File: src/rtl/uart_pkg.sv
// Shared definitions for the buffered UART transmitter.
// FSM encoding, parity selectors and frame-length helper.
package uart_pkg;

   typedef enum logic [2:0] {
      ST_IDLE   = 3'd0,
      ST_START  = 3'd1,
      ST_DATA   = 3'd2,
      ST_PARITY = 3'd3,
      ST_STOP1  = 3'd4,
      ST_STOP2  = 3'd5
   } tx_state_t;

   localparam logic PAR_EVEN = 1'b0;
   localparam logic PAR_ODD  = 1'b1;

   function automatic int frame_bits(
      input int   d_width,
      input logic par_en,
      input logic stop2
   );
      return 2 + d_width + int'(par_en) + int'(stop2);
   endfunction

endpackage

File: src/rtl/uart_tx_fifo.sv
// Small synchronous FIFO feeding the UART transmitter.
// Head word is visible on rd_data whenever the FIFO is not empty.
module uart_tx_fifo #(
   parameter int D_WIDTH    = 8,
   parameter int FIFO_DEPTH = 4
) (
   input  logic               CLK,
   input  logic               RST,
   input  logic               wr_en,
   input  logic [D_WIDTH-1:0] wr_data,
   input  logic               rd_en,
   output logic [D_WIDTH-1:0] rd_data,
   output logic               full,
   output logic               empty
);

   localparam int AW = $clog2(FIFO_DEPTH);
   localparam logic [AW:0] DEPTH_C = FIFO_DEPTH[AW:0];

   logic [D_WIDTH-1:0] mem [FIFO_DEPTH];
   logic [AW-1:0]      wr_ptr;
   logic [AW-1:0]      rd_ptr;
   logic [AW:0]        count;
   logic               do_wr;
   logic               do_rd;

   assign full    = (count == DEPTH_C);
   assign empty   = (count == '0);
   assign do_wr   = wr_en && !full;
   assign do_rd   = rd_en && !empty;
   assign rd_data = mem[rd_ptr];

   always_ff @(posedge CLK) begin
      if (do_wr) mem[wr_ptr] <= wr_data;
   end

   always_ff @(posedge CLK or negedge RST) begin
      if (!RST) begin
         wr_ptr <= '0;
         rd_ptr <= '0;
         count  <= '0;
      end else begin
         if (do_wr) wr_ptr <= wr_ptr + AW'(1);
         if (do_rd) rd_ptr <= rd_ptr + AW'(1);
         case ({do_wr, do_rd})
            2'b10:   count <= count + (AW+1)'(1);
            2'b01:   count <= count - (AW+1)'(1);
            default: count <= count;
         endcase
      end
   end

endmodule

File: src/rtl/uart_tx_buffered.sv
// Buffered UART transmitter: FIFO, baud prescaler, framing FSM.
// Config is latched per frame; frames run back-to-back while queued.
module uart_tx_buffered
   import uart_pkg::*;
#(
   parameter int D_WIDTH     = 8,
   parameter int FIFO_DEPTH  = 4,
   parameter int PRESC_WIDTH = 8
) (
   input  logic                   CLK,
   input  logic                   RST,
   input  logic [D_WIDTH-1:0]     P_DATA,
   input  logic                   DATA_VALID,
   output logic                   READY,
   input  logic                   PAR_EN,
   input  logic                   PAR_TYP,
   input  logic                   STOP2,
   input  logic [PRESC_WIDTH-1:0] PRESCALE,
   output logic                   S_DATA,
   output logic                   BUSY,
   output logic                   FIFO_EMPTY
);

   localparam int BW = $clog2(D_WIDTH);
   localparam logic [BW-1:0] LAST_BIT = BW'(D_WIDTH - 1);

   tx_state_t              state;
   logic [D_WIDTH-1:0]     shift;
   logic [BW-1:0]          bit_cnt;
   logic [PRESC_WIDTH-1:0] baud_cnt;
   logic [PRESC_WIDTH-1:0] presc_q;
   logic                   par_en_q;
   logic                   stop2_q;
   logic                   par_bit;
   logic                   s_data_q;
   logic                   busy_q;

   logic               fifo_full;
   logic               fifo_empty;
   logic [D_WIDTH-1:0] rd_data;
   logic               bit_tick;
   logic               frame_end;
   logic               pop;

   uart_tx_fifo #(
      .D_WIDTH    (D_WIDTH),
      .FIFO_DEPTH (FIFO_DEPTH)
   ) u_fifo (
      .CLK     (CLK),
      .RST     (RST),
      .wr_en   (DATA_VALID),
      .wr_data (P_DATA),
      .rd_en   (pop),
      .rd_data (rd_data),
      .full    (fifo_full),
      .empty   (fifo_empty)
   );

   assign READY      = !fifo_full;
   assign FIFO_EMPTY = fifo_empty;
   assign S_DATA     = s_data_q;
   assign BUSY       = busy_q;

   assign bit_tick  = (baud_cnt == '0);
   assign frame_end = bit_tick &&
                      ((state == ST_STOP1 && !stop2_q) ||
                       (state == ST_STOP2));
   // Popping at end-of-frame skips IDLE so queued words follow gap-free
   assign pop = !fifo_empty && (state == ST_IDLE || frame_end);

   always_ff @(posedge CLK or negedge RST) begin
      if (!RST) begin
         state    <= ST_IDLE;
         shift    <= '0;
         bit_cnt  <= '0;
         baud_cnt <= '0;
         presc_q  <= '0;
         par_en_q <= 1'b0;
         stop2_q  <= 1'b0;
         par_bit  <= 1'b0;
         s_data_q <= 1'b1;
         busy_q   <= 1'b0;
      end else if (pop) begin
         state    <= ST_START;
         shift    <= rd_data;
         par_bit  <= (^rd_data) ^ (PAR_TYP == PAR_ODD);
         par_en_q <= PAR_EN;
         stop2_q  <= STOP2;
         presc_q  <= PRESCALE;
         baud_cnt <= PRESCALE;
         bit_cnt  <= '0;
         s_data_q <= 1'b0;
         busy_q   <= 1'b1;
      end else if (state != ST_IDLE) begin
         if (!bit_tick) begin
            baud_cnt <= baud_cnt - PRESC_WIDTH'(1);
         end else begin
            baud_cnt <= presc_q;
            case (state)
               ST_START: begin
                  state    <= ST_DATA;
                  s_data_q <= shift[0];
                  shift    <= shift >> 1;
                  bit_cnt  <= '0;
               end
               ST_DATA: begin
                  if (bit_cnt == LAST_BIT) begin
                     state    <= par_en_q ? ST_PARITY : ST_STOP1;
                     s_data_q <= par_en_q ? par_bit : 1'b1;
                  end else begin
                     s_data_q <= shift[0];
                     shift    <= shift >> 1;
                     bit_cnt  <= bit_cnt + BW'(1);
                  end
               end
               ST_PARITY: begin
                  state    <= ST_STOP1;
                  s_data_q <= 1'b1;
               end
               ST_STOP1: begin
                  s_data_q <= 1'b1;
                  if (stop2_q) begin
                     state <= ST_STOP2;
                  end else begin
                     state  <= ST_IDLE;
                     busy_q <= 1'b0;
                  end
               end
               default: begin
                  state    <= ST_IDLE;
                  s_data_q <= 1'b1;
                  busy_q   <= 1'b0;
               end
            endcase
         end
      end
   end

endmodule

File: config.mk
export PLATFORM = sky130hd
export DESIGN_NAME = uart_tx_buffered
export DESIGN_NICKNAME = d
export VERILOG_FILES = /design/src/rtl/uart_pkg.sv /design/src/rtl/uart_tx_fifo.sv /design/src/rtl/uart_tx_buffered.sv
export SDC_FILE = /design/constraint.sdc
export NUM_CORES = 1
export LEC_CHECK = 0
export BUFFER_PORTS_ARGS = -buffer_cell sky130_fd_sc_hd__buf_2
export CAP_MARGIN = 20
export CORE_UTILIZATION = 40
export DETAILED_ROUTE_END_ITERATION = 6
export GPL_ROUTABILITY_DRIVEN = 0
export SYNTH_ARGS = -nofsm -noshare
export SYNTH_HDL_FRONTEND = slang
export SYNTH_SLANG_ARGS = --single-unit
File: constraint.sdc
create_clock -name CLK -period 3.68 [get_ports CLK]
set_input_delay 0.552 -clock CLK [delete_from_list [all_inputs] [get_ports CLK]]
set_output_delay 0.552 -clock CLK [all_outputs]
set_load 0.01 [all_outputs]
-- After elaboration in Yosys (flattened, before gate mapping)
Memory sizes are Yosys's and may differ from the RTL's.
Index checks and enable logic that the tools add are counted.
W data, S select, Z words.
- register bits after elaboration: 42
- bits in latches: 0
- memories: 1
- RAM bits: 32
- bits of input ports: 22
- memory bits (read-only): 0
- logic and storage cells: 92
- memories (name ; depth ; width ; rd ports ; clocked after Yosys merged registers in ; write ports ; RTL line ; source):
    u_fifo.mem ; 4 ; 8 ; 1 ; 0 ; 1 ; uart_tx_fifo.sv:20 ; logic [D_WIDTH-1:0] mem [FIFO_DEPTH];
- mux-type cells: 34
- eq/ne operators: 13
- $mul: 0
- reductions and logical operators: 24
- divide/modulo/power cells: 0
- shift operators: 0
- add/sub/neg operators: 6
- magnitude comparators: 0
- bitwise logic cells: 1
- operators with widths (cell ; count):
    $mux W8 ; 7
    $mux W3 ; 10
    $pmux W8 S2 ; 1
    $eq A3 B3 Y1 const B ; 4
    $pmux W3 S2 ; 2
    $pmux W3 S4 ; 1
    $mux W1 ; 11
    $ne A3 B2 Y1 const B ; 3
    $logic_not A8 Y1 ; 1
    $reduce_and A4 Y1 ; 2
    $reduce_xor A8 Y1 ; 1
    $sub A8 B1 Y8 const B ; 1
    $add A3 B1 Y3 const B ; 2
    $eq A3 B2 Y1 const B ; 2
    $logic_not A3 Y1 ; 2
    $reduce_bool A2 Y1 ; 3
    $reduce_bool A3 Y1 ; 2
    $logic_and A1 B1 Y1 ; 5
    $add A2 B1 Y2 const B ; 2
    $pmux W1 S2 ; 2
    $eq A3 B1 Y1 const B ; 1
    $logic_not A1 Y1 ; 3
    $reduce_and A3 Y1 ; 1
    $reduce_or A3 Y1 ; 1
    other kinds (7) ; 8

-- Depth between registers and ports, before layout
Gate-level depths: netlist of run 1.
- depth after elaboration: 9
- depth in mapped cells: 13
- gate-level depth less buffers: 11

-- Hierarchy
A second synthesis of run 1 with hierarchy kept.
- cell total of the unflattened synthesis: 286
- area, all modules: 3504.6 um^2
- by module, submodules not included (module ; area an instance (um^2) ; cells each ; times used):
    uart_tx_buffered ; 1911.8 ; 207 ; 1
    uart_tx_fifo ; 1592.8 ; 79 ; 1

-- Worst setup path after synthesis of run 1
OpenSTA, ideal clock, no wires.
- kind: register to register
- from: reg baud_cnt[0]
- to: reg u_fifo.count[1]
- period minus slack after synthesis: 2.573 ns
- buffers on the path: 2
- cell stages (with the launch flop): 12
- path slack: 1.107 ns
- data arrival time: 2.448 ns
- path through: dfrtp_1 inv_1 ha_1 buf_2 nor4b_2 nand4_1 a21o_1 inv_1 buf_2 ha_1 fa_1 mux2_2
- word-level cells in the longest chain between the ends: 7
- elaborated cells on any way between the ends: 9
- classes of those cells: 2 x eq/ne; 1 x mux; 6 x reduce/logical
- ends and longest elaborated chain (element ; RTL line ; source):
    start, declared ; uart_tx_buffered.sv:30 ; logic [PRESC_WIDTH-1:0] baud_cnt;
    start signal, assigned ; uart_tx_buffered.sv:96 ; baud_cnt <= baud_cnt - PRESC_WIDTH'(1);
    start signal, assigned ; uart_tx_buffered.sv:98 ; baud_cnt <= presc_q;
    $logic_not A8 Y1 (*) ; uart_tx_buffered.sv:64 ; assign bit_tick = (baud_cnt == '0);
    $logic_and A1 B1 Y1 (*) ; uart_tx_buffered.sv:65 ; assign frame_end = bit_tick &&
    $logic_or A1 B1 Y1 (*) ; uart_tx_buffered.sv:69 ; assign pop = !fifo_empty && (state == ST_IDLE || frame_end);
    $logic_and A1 B1 Y1 (*) ; uart_tx_buffered.sv:69 ;
    named net pop ; uart_tx_buffered.sv:43 ; logic pop;
    $logic_and A1 B1 Y1 (*) ; uart_tx_fifo.sv:30 ; assign do_rd = rd_en && !empty;
    $eq A2 B1 Y1 / $eq A2 B2 Y1 (equally long branches) ; uart_tx_fifo.sv:45 ; case ({do_wr, do_rd})
    $pmux W3 S2 / $reduce_bool A2 Y1 (equally long branches) ; n/a ;
    end signal, assigned ; uart_tx_fifo.sv:46 ; 2'b10: count <= count + (AW+1)'(1);
    end signal, assigned ; uart_tx_fifo.sv:47 ; 2'b01: count <= count - (AW+1)'(1);
    end signal, assigned ; uart_tx_fifo.sv:48 ; default: count <= count;
    end, declared ; uart_tx_fifo.sv:23 ; logic [AW:0] count;
Mark *: on every way through the listed nets, which the timed path passes. The rest lies on a longest branch.
A chain may end at the register's enable or synchronous reset.

-- Final worst setup path of run 1
- from: reg baud_cnt[0]
- to: reg u_fifo.count[1]
- word-level cells in the longest chain between the ends: 7
- elaborated cells on any way between the ends: 9
- classes of those cells: 2 x eq/ne; 1 x mux; 6 x reduce/logical
- ends and longest elaborated chain (element ; RTL line):
    $logic_not A8 Y1 (*) ; uart_tx_buffered.sv:64
    $logic_and A1 B1 Y1 (*) ; uart_tx_buffered.sv:65
    $logic_or A1 B1 Y1 (*) ; uart_tx_buffered.sv:69
    $logic_and A1 B1 Y1 (*) ; uart_tx_buffered.sv:69
    $logic_and A1 B1 Y1 (*) ; uart_tx_fifo.sv:30
    $eq A2 B1 Y1 / $eq A2 B2 Y1 (equally long branches) ; uart_tx_fifo.sv:45
    $pmux W3 S2 / $reduce_bool A2 Y1 (equally long branches) ; n/a
Mark *: on every way between the ends. The rest lies on a longest branch, timed or not.

==> results.md, run 1 <==
- Outcome: finished, final reports clean
- DRC Markers: 0
- Detail Placement HPWL: 4460 µm
- Worst-Margin Slew: between 900 and 1000 ps
- Global-route wire length before repair: 10600 µm
- Cells after DPL: a little over 400
- Post-CTS Setup Repair Bufs: 0
- Fin util: 0.466
- Mapped Area: 3480 µm²
- Sink Count: 74
- Initial Utilization: 0.419
- Total Power: 0.00307 W
- Final ANT Viol Nets: 0
- Cell breakdown of the critical path: inv_1 > ha_1 > nor4b_2 > nand4_1 > a21o_1 > inv_1 > ha_1 > fa_1 > mux2_2
- Clk pwr share: 0.203
- Peak VDD IR: between 0.3 and 0.4 mV
- Mapped Cells: between 200 and 300
- Cts bufs inserted: 9
- Synth warn: 0
- DRT iter0 DRCs: between 90 and 100
- Ys flop type: dfrtp_1
- Die Area: 9070 µm²
- Final net count: 344
- Clock Skew: 11.0 ps
- Root buffer cell: clkbuf_8
- Area leader, netlist: dfrtp_1
- Core ar.: 8300 µm²
- Cell-internal power: 0.00196 W
- Slowest cell on the critical path: fa_1
- TritonRoute pass-1 iters: 4
- Hold Crit Class: in -> async
- Final Setup Violations: 0
- Area grow syn2layout: 11.3%
- Synth top area share: 0.295
- GR Util All Layers: 0.159
- Vias in the first global route: 2206
- Final period util: 0.712
- Yosys reg bits: 74
- Vias per cell: 5.33
- WP data required: slightly below 4000 ps
- Initial antenna violation count: 0
- Longest Clk Path Bufs: 2
- CTS H-Tree Depth: 3
- Final Non-Filler Cells: 423
- Vias: 2254
- Die W: 95.3 µm
- Synth area leaders: dfrtp_1, edfxtp_1, nand2_1
- Worst setup EP type: register
- Critical Path Start Type: register
- Tmin final: 2620 ps
- Most frequent cells in the layout: nand2_1, dfrtp_1, edfxtp_1, buf_2, nor2_1
- Post-synth EDFFs: 32
- Psw: 0.00112 W
- Max Cap Viol: 0
- Worst-path clk slew: 90 ps
- Total grt overflow: 0
- # hold bufs at CTS: 0
- Filler instances: just under 800
- Number of port buffers: 25
- Hold Slack: 334 ps
- Fin Setup TNS: 0 ps
- Synthesized Nets: 321
- Pin count of the biggest net entering global routing: 43
- Mean area per synthesized cell: 12.0 µm²
- Final hold viol count: 0
- Resize count post-CTS: 0
- # IOs: 26
- WL final: roughly 6600 µm
- Combinational power share: 0.341
- Commonest non-fill, non-tap cell in the layout: nand2_1
- RSZ-0062 raised after global routing: false
- Wire length per cell: 15.5 µm
- Yosys cell types: 53
- Share of layout cells above drive strength 1: 0.179
- Placement Rows: 33
- Switching Share: 0.363
- Asr flop ratio synth: 0.568
- Critical path arrival: approximately 2900 ps
- Largest stage delay, worst path: 420 ps
- Die Ht: ~95 µm
- Pwr dens: 794 nW/µm²
- Rel. slew slack: 0.378
- Crit path max fanout: 9
- Worst-Skew Late Latency: ~350 ps
- Seq pwr share: 0.456
- Final Slew Violations: 0
- Static Leak: 1.64 nW
- # diodes: 0
- Max Freq: 382 MHz
- CP Class: reg -> reg
- CTS tree: built
- Sequential area share after synthesis: 0.579
## registers in the layout (all words and copies together) (netlist names)
signal / count
u_fifo.mem: 32
shift: 8
u_fifo.rd_ptr: 2
u_fifo.count: 3
baud_cnt: 8
u_fifo.wr_ptr: 2
presc_q: 8
bit_cnt: 3
stop2_q: 1
BUSY: 1
S_DATA: 1
par_bit: 1
state: 3
par_en_q: 1
## worst max-delay path, delay by kind of cell, from the launching register on
family / cells / cell delay (ps)
and+or+nand+nor: 2 / 480
muxes: 1 / 260
buffers and inverters: 2 / 190
adders and majority gates: 3 / 960
DFF: 1 / 410
AOI/OAI and AO/OA: 1 / 210
## cell type report
type                            instances  area, µm²  share of cell area
Sequential cell                        74       2010               0.520
Multi-Input combinational cell        190       1350               0.348
Timing Repair Buffer                   28        148              0.0381
Tap cell                              105        131              0.0339
Clock buffer                            9        124              0.0320
Clock inverter                          7       68.8              0.0178
Inverter                               10       37.5             0.00970
## cells by family after synthesis
| kind of cell | after synthesis | synth area share |
|---|---|---|
| adders and majority gates | 9 | 0.0345 |
| AOI/OAI and AO/OA | 48 | 0.0950 |
| buffers and inverters | 26 | 0.0335 |
| DFF | 74 | 0.579 |
| muxes | 15 | 0.0777 |
| xor gates and xnor gates | 14 | 0.0414 |
| and+or+nand+nor | 104 | 0.139 |
## routing by layer
layer	up-vias	share of wire	track usage
met4	0	0.0076	0.0455
met5	-	0	0
li1	1094	-	-
met2	40	0.50	0.272
met1	1114	0.45	0.193
met3	6	0.045	0.0502
## per-stage QoR
stage	instance area (µm²)	worst slack (ps)
final	3870	1060
after global routing	3870	822
after CTS	3870	1080
after detailed placement	3680	1100
after global placement	3680	1150
after floorplan	3480	1110
## Yosys cell counts, types with 2 or more instances
master and instances:
o2bb2ai_1 2, buf_2 8, or3_1 3, and2_1 2
ha_1 8, xor2_1 4, a211oi_1 2, o21ai_0 10
inv_1 10, clkbuf_1 5, nand2b_1 2, mux2i_1 3
edfxtp_1 32, a22oi_1 10, nor4_1 2, nor3_1 9
mux4_1 4, xnor2_1 8, a21oi_1 5, dfrtp_1 41
o211ai_1 4, and3_1 4, nand3_1 10, mux4_2 4
a31oi_1 4, nand2_1 48, nor2b_1 3, nor2_1 15
mux2_2 4
## path summary, 6_finish.rpt
check                                        start                     endpoint  slack, ps  cells after the start
setup / recovery           baud_cnt[0]$_DFFE_PN0N_  u_fifo.count[1]$_DFFE_PN0P_       1060                      9
hold / removal                                 RST         state[0]$_DFFE_PN0P_        330                      1
setup reg to reg           baud_cnt[0]$_DFFE_PN0N_  u_fifo.count[1]$_DFFE_PN0P_       1060                      9
hold reg to reg             presc_q[6]$_DFFE_PN0P_       presc_q[6]$_DFFE_PN0P_        480                      2
max in group asynchronous                      RST         shift[5]$_DFFE_PN0P_       2770                      1
min in group CLK                             STOP2          stop2_q$_DFFE_PN0P_        380                      3
## power groups by stage
| stage | Clock (W) | Sequential, W | Combinational (W) |
|---|---|---|---|
| after floorplan | 0 | 0.00129 | 0.000921 |
| after global placement | 0 | 0.00142 | 0.00104 |
| after detailed placement | 0 | 0.00142 | 0.00106 |
| after CTS | 0.000641 | 0.00140 | 0.00107 |
| after global routing | 0.000672 | 0.00144 | 0.00117 |
| final | 0.000623 | 0.00140 | 0.00105 |
(Power assumes the default switching activity.)
==> inputs of run 2 (changes only) <==
==> constraint.sdc (replaced) <==
create_clock -name CLK -period 2.6 [get_ports CLK]
set_input_delay 0.39 -clock CLK [delete_from_list [all_inputs] [get_ports CLK]]
set_output_delay 0.39 -clock CLK [all_outputs]
set_load 0.01 [all_outputs]
==> run 2 against run 1 <==
Compared with the run above:
- hold slack got worse by 99 ps
- sequential power grew 36%
- largest power group unchanged
- non-clock buffer count up 10
- critical path type unchanged
- die area is the same
- cell count up 2.4%
- sequential cell count unchanged
- clock power grew 51%
- clock-buffer cell count is the same
- sequential share of layout area down 1.4 points
- highest routed layer unchanged
==> results.md, run 2 (same netlist as run 1, synthesis figures left out) <==
- CTS H-Tree Depth: 3 (unchanged)
- Cell-internal power: 0.00291 W (+49%)
- CP Class: reg -> reg
- Pwr dens: 1120 nW/µm² (+42%)
- DRT iter0 DRCs: 139 (+48%)
- Share of layout cells above drive strength 1: 0.201 (+0.0220)
- WP data required: 2840 ps (-1090 ps)
- Worst-path clk slew: 80 ps (about the same)
- Crit path max fanout: 4 (-5)
- Cell Area, Placed: 3740 µm² (+1.6%)
- Die Area: 9070 µm² (unchanged)
- Final period util: 0.929 (+0.217)
- Setup ws final: 184 ps (-876 ps)
- Most frequent cells in the layout: nand2_1, dfrtp_1, edfxtp_1, buf_2, nor2_1
- RSZ-0062 raised after global routing: false
- Global-route wire length before repair: 11500 µm (+7.8%)
- Combinational power share: 0.365 (+0.024)
- Wire length per cell: 15.5 µm (+0.23%)
- # diodes: 0 (unchanged)
- Vias in the first global route: 2371 (+7.5%)
- Fin Setup TNS: 0 ps (unchanged)
- Min-Delay Path Depth: 3
- Die W: 95.3 µm (unchanged)
- Met2 wire len: 3420 µm (+4.8%)
- Worst-Margin Slew: 515 ps (-418 ps)
- Number of port buffers: 25 (unchanged)
- Clock Skew: 8.08 ps (-2.94 ps)
- Static Leak: 1.69 nW (+3.1%)
- Core ar.: 8300 µm² (unchanged)
- Most flop-heavy register: u_fifo.mem
- Reg2reg path depth: 9 (unchanged)
- WL final: 6720 µm (+2.6%)
- Sink Count: 74 (unchanged)
- TritonRoute pass-1 iters: 4 (unchanged)
- Outcome: finished, final reports clean
- Psw: 0.00156 W (+39%)
- Total Power: 0.00447 W (+45%)
- Final Slew Violations: 0 (unchanged)
- Met3 wire len: 248 µm (-15%)
- Pin count of the biggest net entering global routing: 43 (unchanged)
- Max Cap Viol: 0 (unchanged)
- Post-CTS Setup Repair Bufs: 0 (unchanged)
- Longest Clk Path Bufs: 2 (unchanged)
- Met1 wire length: 2990 µm (+1.3%)
- Final Setup Violations: 0 (unchanged)
- Largest register FFs: 32 (unchanged)
- Clk pwr share: 0.210 (+0.007)
- DRC Markers: 0 (unchanged)
- Resize count post-CTS: 0 (unchanged)
- Max Freq: 414 MHz (+8.4%)
- Final instance area: 3980 µm² (+2.7%)
- GR Util All Layers: 0.169 (+0.00962)
- Area grow syn2layout: 14.3%
- Top routing layer in use: met4
- Final ANT Viol Nets: 0 (unchanged)
- Placement Rows: 33 (unchanged)
- Cts bufs inserted: 9 (unchanged)
- Final net count: 354 (+2.9%)
- Vias: 2306 (+2.3%)
- Commonest non-fill, non-tap cell in the layout: nand2_1
- Pre-CTS setup slack: 195 ps (-901 ps)
- Root buffer cell: clkbuf_8
- Switching Share: 0.348 (-0.0147)
- Hold Crit Class: in -> reg
- Final hold viol count: 0 (unchanged)
- Critical Path Start Type: register
- Seq pwr share: 0.425 (-0.031)
- Vias per cell: 5.33 (about the same)
- CTS tree: built
- Initial antenna violation count: 0 (unchanged)
- Initial Utilization: 0.419 (unchanged)
- Fin util: 0.479 (+0.0125)
- Tmin final: 2420 ps (-204 ps)
- Worst setup EP type: register
- Detail Placement HPWL: 4590 µm (+2.9%)
- Total grt overflow: 0 (unchanged)
- Peak VDD IR: 0.619 mV (+92%)
- # IOs: 26 (unchanged)
- Worst-Skew Late Latency: 350 ps (about the same)
- Rel. slew slack: 0.655 (+0.276)
- Critical path arrival: 2650 ps (-210 ps)
- Die Ht: 95.3 µm (unchanged)
## run 2: worst max-delay path, cell delays in order, from the launching register on
cell     delay, ps
dfrtp_1        410
inv_1          100
ha_1           180
nor4b_2        290
nand4_1        160
a21o_1         210
inv_1           80
ha_1           200
fa_1           420
mux2_2         260
## run 2: cell type report
class / instances / area [µm²]
fillers: 744 / 4320
clock inverters: 7 / 82.6
clock buffers: 9 / 124
inverters: 10 / 37.5
well taps: 105 / 131
flip-flops and latches: 74 / 2010
multi-input cells: 190 / 1350
repair buffers: 38 / 238
## run 2: timing repair
item	CTS	global route
hold buffers	0	1
setup endpoints to repair	0	0
endpoints found under the hold margin	0	12
## run 2: metrics by stage
step                      hold WS, ps  instances
after floorplan                  94.4        290
after global placement            462        415
after detailed placement          469        415
after CTS                         209        431
after global routing              231        433
final                             234        433
## run 2: worst paths after layout
kind / slack, ps / start / endpoint
max: 180 / baud_cnt[0]$_DFFE_PN0N_ / u_fifo.count[1]$_DFFE_PN0P_
min: 230 / STOP2 / stop2_q$_DFFE_PN0P_
max reg2reg: 180 / baud_cnt[0]$_DFFE_PN0N_ / u_fifo.count[1]$_DFFE_PN0P_
min reg2reg: 480 / presc_q[3]$_DFFE_PN0P_ / presc_q[3]$_DFFE_PN0P_
max in group asynchronous: 1660 / RST / baud_cnt[0]$_DFFE_PN0N_
min in group asynchronous: 470 / RST / u_fifo.wr_ptr[1]$_DFFE_PN0P_
## run 2: power by group through the flow
stage / Clock [W] / Sequential [W] / Combinational, W
2_1_floorplan: 0 / 0.00183 / 0.00130
3_3_place_gp: 0 / 0.00191 / 0.00161
3_5_place_dp: 0 / 0.00193 / 0.00165
4_1_cts: 0.000967 / 0.00190 / 0.00165
5_1_grt: 0.00102 / 0.00195 / 0.00183
6_report: 0.000939 / 0.00190 / 0.00163
## run 2: routing by layer
metal,GRT usage,vias to the layer above
li1,-,1110
met3,0.0391,7
met2,0.280,47
met1,0.215,1142
met5,0,-
met4,0.0619,0
